--- src/rtl/jacobi_sweep_ctrl_pkg.sv ---
// Shared types and sizing helpers for the Jacobi sweep sequencer.
// Widths depend on the instance parameters, so the helpers are functions.
package jacobi_pkg;

    typedef enum logic [2:0] {
        S_IDLE,
        S_ROT_ISSUE,
        S_ROT_WAIT,
        S_CHK_CLR,
        S_CHK_STREAM,
        S_CHK_DRAIN,
        S_CHK_WAIT,
        S_FINISH
    } sweep_state_t;

    function automatic int n_pairs(input int n);
        return n * (n - 1) / 2;
    endfunction

    function automatic int idx_w(input int n);
        return (n > 1) ? $clog2(n) : 1;
    endfunction

    function automatic int addr_w(input int n);
        return (n > 1) ? $clog2(n * n) : 1;
    endfunction

    function automatic int iter_w(input int m);
        return (m > 0) ? $clog2(m + 1) : 1;
    endfunction

    localparam int DEF_N_STOCKS = 4;
    localparam int DEF_MAX_ITER = 16;
    localparam int IDX_W  = idx_w(DEF_N_STOCKS);
    localparam int ADDR_W = addr_w(DEF_N_STOCKS);
    localparam int ITER_W = iter_w(DEF_MAX_ITER);

endpackage

--- src/rtl/jacobi_sweep_ctrl_pair_sequencer.sv ---
// Walks the strict upper triangle (p<q) of an N_STOCKS x N_STOCKS matrix, row by row.
module pair_sequencer #(
    parameter int N_STOCKS = 4,
    parameter int IDX_W    = 2
) (
    input  logic             clk,
    input  logic             rst_n,
    input  logic             load_i,
    input  logic             step_i,
    output logic [IDX_W-1:0] p_o,
    output logic [IDX_W-1:0] q_o,
    output logic             last_o
);

    logic [IDX_W-1:0] p_q, p_d, q_q, q_d;

    always_ff @(posedge clk or negedge rst_n) begin
        if (!rst_n) begin
            p_q <= '0;
            q_q <= '0;
        end else begin
            p_q <= p_d;
            q_q <= q_d;
        end
    end

    always_comb begin
        p_d = p_q;
        q_d = q_q;
        if (load_i) begin
            p_d = '0;
            q_d = IDX_W'(1);
        end else if (step_i) begin
            // End of a row: next row starts just right of the diagonal.
            if (q_q == IDX_W'(N_STOCKS - 1)) begin
                p_d = p_q + IDX_W'(1);
                q_d = p_q + IDX_W'(2);
            end else begin
                q_d = q_q + IDX_W'(1);
            end
        end
    end

    assign p_o    = p_q;
    assign q_o    = q_q;
    assign last_o = (p_q == IDX_W'(N_STOCKS - 2)) && (q_q == IDX_W'(N_STOCKS - 1));

endmodule

--- src/rtl/jacobi_sweep_ctrl.sv ---
// Jacobi sweep sequencer: rotation requests per off-diagonal pair, then a full
// matrix stream into the convergence checker, repeated until converged or timed out.
module jacobi_sweep_ctrl
    import jacobi_pkg::*;
#(
    parameter int WIDTH    = 16,
    parameter int N_STOCKS = 4,
    parameter int MAX_ITER = 16
) (
    input  logic                              clk,
    input  logic                              rst_n,
    input  logic                              start,
    input  logic                              abort,
    output logic                              busy,
    output logic                              done,
    output logic                              converged,
    output logic                              timeout,
    output logic [iter_w(MAX_ITER)-1:0]       iter_count,
    output logic                              rot_start,
    output logic [idx_w(N_STOCKS)-1:0]        rot_p,
    output logic [idx_w(N_STOCKS)-1:0]        rot_q,
    input  logic                              rot_done,
    output logic                              mem_rd_en,
    output logic [addr_w(N_STOCKS)-1:0]       mem_rd_addr,
    input  logic [WIDTH-1:0]                  mem_rd_data,
    output logic                              chk_rst,
    output logic                              chk_valid,
    output logic [WIDTH-1:0]                  chk_data,
    input  logic                              chk_res_valid,
    input  logic                              chk_res
);

    localparam int IW = idx_w(N_STOCKS);
    localparam int AW = addr_w(N_STOCKS);
    localparam int TW = iter_w(MAX_ITER);

    sweep_state_t  state_q, state_d;
    logic [AW-1:0] addr_q, addr_d;
    logic [TW-1:0] iter_q, iter_d;
    logic          conv_q, conv_d;
    logic          tout_q, tout_d;
    logic          cvld_q, cvld_d;
    logic          pair_load, pair_step, pair_last;

    pair_sequencer #(
        .N_STOCKS (N_STOCKS),
        .IDX_W    (IW)
    ) u_pairs (
        .clk    (clk),
        .rst_n  (rst_n),
        .load_i (pair_load),
        .step_i (pair_step),
        .p_o    (rot_p),
        .q_o    (rot_q),
        .last_o (pair_last)
    );

    always_ff @(posedge clk or negedge rst_n) begin
        if (!rst_n) begin
            state_q <= S_IDLE;
            addr_q  <= '0;
            iter_q  <= '0;
            conv_q  <= 1'b0;
            tout_q  <= 1'b0;
            cvld_q  <= 1'b0;
        end else begin
            state_q <= state_d;
            addr_q  <= addr_d;
            iter_q  <= iter_d;
            conv_q  <= conv_d;
            tout_q  <= tout_d;
            cvld_q  <= cvld_d;
        end
    end

    always_comb begin
        state_d   = state_q;
        addr_d    = addr_q;
        iter_d    = iter_q;
        conv_d    = conv_q;
        tout_d    = tout_q;
        cvld_d    = (state_q == S_CHK_STREAM);
        pair_load = 1'b0;
        pair_step = 1'b0;
        case (state_q)
            S_IDLE: begin
                if (start && !abort) begin
                    state_d   = S_ROT_ISSUE;
                    conv_d    = 1'b0;
                    tout_d    = 1'b0;
                    iter_d    = '0;
                    pair_load = 1'b1;
                end
            end
            S_ROT_ISSUE: state_d = S_ROT_WAIT;
            S_ROT_WAIT: begin
                if (rot_done) begin
                    if (pair_last) begin
                        state_d = S_CHK_CLR;
                    end else begin
                        pair_step = 1'b1;
                        state_d   = S_ROT_ISSUE;
                    end
                end
            end
            S_CHK_CLR: begin
                addr_d  = '0;
                state_d = S_CHK_STREAM;
            end
            S_CHK_STREAM: begin
                addr_d = addr_q + AW'(1);
                if (addr_q == AW'(N_STOCKS * N_STOCKS - 1)) state_d = S_CHK_DRAIN;
            end
            S_CHK_DRAIN: state_d = S_CHK_WAIT;
            S_CHK_WAIT: begin
                if (chk_res_valid) begin
                    iter_d = iter_q + TW'(1);
                    if (chk_res) begin
                        conv_d  = 1'b1;
                        state_d = S_FINISH;
                    end else if (int'(iter_q) + 1 == MAX_ITER) begin
                        tout_d  = 1'b1;
                        state_d = S_FINISH;
                    end else begin
                        pair_load = 1'b1;
                        state_d   = S_ROT_ISSUE;
                    end
                end
            end
            S_FINISH: state_d = S_IDLE;
            default:  state_d = S_IDLE;
        endcase
        // Abort drops everything in flight but keeps the completed-sweep count.
        if (abort && (state_q != S_IDLE)) begin
            state_d   = S_IDLE;
            conv_d    = 1'b0;
            tout_d    = 1'b0;
            cvld_d    = 1'b0;
            iter_d    = iter_q;
            pair_load = 1'b0;
            pair_step = 1'b0;
        end
    end

    always_comb begin
        busy        = (state_q != S_IDLE);
        done        = (state_q == S_FINISH);
        rot_start   = (state_q == S_ROT_ISSUE);
        chk_rst     = (state_q == S_CHK_CLR);
        mem_rd_en   = (state_q == S_CHK_STREAM);
        mem_rd_addr = addr_q;
        chk_valid   = cvld_q;
        chk_data    = cvld_q ? mem_rd_data : '0;
        converged   = conv_q;
        timeout     = tout_q;
        iter_count  = iter_q;
    end

endmodule

--- config.mk ---
export PLATFORM = sky130hd
export DESIGN_NAME = jacobi_sweep_ctrl
export DESIGN_NICKNAME = d
export VERILOG_FILES = /design/src/rtl/jacobi_sweep_ctrl_pkg.sv /design/src/rtl/jacobi_sweep_ctrl_pair_sequencer.sv /design/src/rtl/jacobi_sweep_ctrl.sv
export SDC_FILE = /design/constraint.sdc
export NUM_CORES = 1
export LEC_CHECK = 0
export ABC_CLOCK_PERIOD_IN_PS = 1600
export BUFFER_PORTS_ARGS = -buffer_cell sky130_fd_sc_hd__buf_2
export CAP_MARGIN = 10
export CORE_AREA = 2 2 56 58
export CTS_CLUSTER_SIZE = 24
export DETAILED_ROUTE_END_ITERATION = 7
export DIE_AREA = 0 0 58 60
export PLACE_DENSITY_LB_ADDON = 0.3
export RECOVER_POWER = 50
export SLEW_MARGIN = 15
export SYNTH_ARGS = -nofsm -noshare
export SYNTH_HDL_FRONTEND = slang
export SYNTH_SLANG_ARGS = --single-unit
--- constraint.sdc ---
create_clock -name clk -period 1.6 [get_ports clk]
set_input_delay 0.32 -clock clk [delete_from_list [all_inputs] [get_ports clk]]
set_output_delay 0.32 -clock clk [all_outputs]
set_load 0.03 [all_outputs]
==> results.ini <==
[setup_path]
crit_chain = buf_6, or3_4, buf_6
cp_max_fo = 3
crit_type = register to output pin
crit_path_top_delay_cell = dfrtp_2
end_kind = output pin
cp_top_family = flip-flops
crit_top_cell = buf_6
max_stage_delay_ns = 0.45
cp.arrival_ns = 1.40
crit_buf_inv = 2
critPathRequiredTime_ns = 1.28
start_kind = register

[placement]
place_area_um2 = 1610
place_congestion = 0.815
hpwl_um = 2440
io_buffers = 59

[yosys]
synth.avg_cell_area_um2 = 8.44
ys_top_cells_by_count = 19 x and2_1, 19 x dfrtp_1, 15 x nand2_1
synth_edf_count = 0
syn_nets = 175
syn_inst = 148
ys_async_sr_fraction_pct = 100
ys_warn_count = 0
synthFlopType = dfrtp_1
syn_area_um2 = 1250
synth_top_area_share_pct = 38.1
synth_cell_type_count = 44
post-synth-top-area-cell = dfrtp_1
yosysSeqAreaShare_pct = 38.1
synth_area_leaders = dfrtp_1 38%, and2_1 9.5%, nand2_1 4.5%, ha_1 4.0%, o21ai_0 3.6%
ys_ff_latch = 19

[final_layout]
nFillCells = 239
drive_gt1_share_pct = 43.5
multiInputGateArea_um2 = 800
nets = 251
antenna_cells = 0
seqCellArea_um2 = 480
area_growth_pct = 46.5
fin_area_um2 = 1830

[floorplanning]
rows = 20
core_area_um2 = 2900
die_w_um = 58
ios = 60
die_h_um = 60
dieArea_um2 = 3480
initial_core_util_pct = 43.0

[route]
antenna_left = 0
drc = 0
drt-total-wl_um = 3300
met3_length_um = 280
routedWlPerCell_um = 12.9
drt_iter0_markers = 57
wl_met1_um = 1320
drtPass1Iterations = 4
vias = 1357
met2WireLength_um = 1660
vias_per_cell = 5.30
top_layer = met4

[timing]
setup_viol = 5
finalCritPeriodShare_pct = 108
worst_pin_slew_ns = 1.05
slew_viol_final = 0
relSlewSlack_pct = 30.1
rsz0062_at_grt = true
finalCriticalPeriod_ns = 1.72
fmax_mhz = 580
hold_viol = 0
layout_setup_ws_ns = -0.124
skew_ns = 0.00555

[clock_tree]
clock_latency_ns = 0.31
cts_tree = done
clockBufferDepth = 2
path_clk_slew_ns = 0.12
numClockSinks = 19
cts_buffers = 3
htreeDepth = 1
cts_root_buf = clkbuf_4

[power]
p_int_mw = 1.36
switchingPower_mw = 1.20
p_leak_nw = 0.909
fin_total_pwr_mw = 2.56
p_comb_share_pct = 61.6
clkPwrFrac_pct = 10.1
switching_share_pct = 46.9
peakVddDrop_uv = 1190
seqPwrFrac_pct = 28.3
cellPowerDensity_nw_per_um2 = 1400

[job]
drv_cap = 0

[hold_path]
holdCritPathClass = input port to register

[outcome]
violations = negative setup slack
status = complete, but fails checks

[grt]
grt-ovfl-total = 0
grt_max_degree = 20
antenna_found_initial = 0
grt_use_total_pct = 19.5
grt_pass1_vias = 1252
grt_pass1_wl_um = 5280

==> power groups by stage <==
stage / clock network, mW / registers (mW) / logic [mW]
2_1_floorplan: 0 / 0.860 / 0.732
3_3_place_gp: 0 / 0.752 / 1.16
3_5_place_dp: 0 / 0.764 / 1.18
4_1_cts: 0.258 / 0.724 / 1.44
5_1_grt: 0.278 / 0.749 / 1.71
6_report: 0.258 / 0.727 / 1.58
==> cell families (layout without fill, tap and decap cells) <==
logic type	after synthesis	after routing	synth area share, %
multiplexers	1	1	0.802
AO/OA/AOI/OAI	37	37	20.2
flip-flops	19	19	38.1
buffers and inverters	13	88	4.41
adder cells (fa/ha/maj)	4	4	4.01
XOR/XNOR	2	2	1.40
AND/OR/NAND/NOR	72	72	31.1
==> metrics by stage <==
| step | std cells | utilization [%] | hold slack [ns] | worst slack, ns | TNS [ns] |
|---|---|---|---|---|---|
| global placement | 241 | 55.6 | 0.282 | 0.0500 | 0 |
| CTS | 251 | 60.4 | 0.280 | -0.134 | -0.277 |
| floorplan | 148 | - | 0.0244 | 0.0233 | 0 |
| detailed placement | 241 | 55.6 | 0.292 | 0.0394 | 0 |
| global route | 256 | 63.0 | 0.319 | -0.168 | -0.692 |
| finish | 256 | 63.0 | 0.296 | -0.124 | -0.260 |
==> final cells by class <==
class                      count  area share (%)
inverter                       8            1.64
multi-input combinational    116            43.7
clock buffer                   3            1.23
clock inverter                 1           0.274
tap                           33            2.26
timing repair buffer          76            24.6
sequential                    19            26.3
==> layer usage <==
metal,global-route usage (%),up-vias
met4,7.64,0
li1,-,674
met1,22.5,615
met2,36.5,63
met5,0,-
met3,2.60,5
==> worst register-to-register path, cell delays in order (launching register included) <==
cell and delay, ns:
dfrtp_1 0.43, buf_4 0.16, and2b_2 0.25, and3_4 0.23, and3b_2 0.24, nor2_1 0.06, a211oi_2 0.18
==> layout by cell type (no fill, tap or decap), types with 2 or more instances in the layout <==
master	Yosys	final
o21ai_0	9	8
buf_2	2	46
nand3_1	8	8
clkbuf_1	2	8
buf_4	1	15
and2_1	19	18
nor2_1	12	9
dfrtp_2	0	4
a21oi_1	8	8
inv_1	7	7
nor2_2	0	2
dfrtp_1	19	15
nand2b_1	3	3
clkbuf_4	0	3
buf_6	0	6
o21ai_1	4	4
ha_1	4	4
nand2_1	15	13
and3_4	0	2
nor3_1	4	3
==> registers in the layout, summed over array words and instances, names as in the netlist <==
signal / count
iter_count: 5
mem_rd_addr: 4
state_q: 3
u_pairs.p_o: 2
u_pairs.q_o: 2
chk_valid: 1
converged: 1
timeout: 1
==> final timing paths <==
check	end	slack (ns)	depth (start not counted)	startpoint
setup / recovery	busy	-0.12	3	state_q[1]
hold / removal	state_q[0]	0.30	2	abort
setup reg to reg	u_pairs.p_o[1]	-0.01	6	state_q[0]
hold reg to reg	converged	0.52	2	converged
max in group asynchronous	state_q[2]	0.20	2	rst_n
min in group asynchronous	state_q[1]	0.70	2	rst_n
==> what timing repair did <==
| item | CTS | global route |
|---|---|---|
| resized for setup | 20 | 11 |
| buffers inserted | 5 | 5 |
| pin swaps | 3 | 6 |
| endpoints found under the setup margin | 5 | 30 |
| hold buffers | 1 | 0 |
| hold endpoints to repair | 19 | 0 |
No activity file was read; power rests on OpenSTA's default activity.
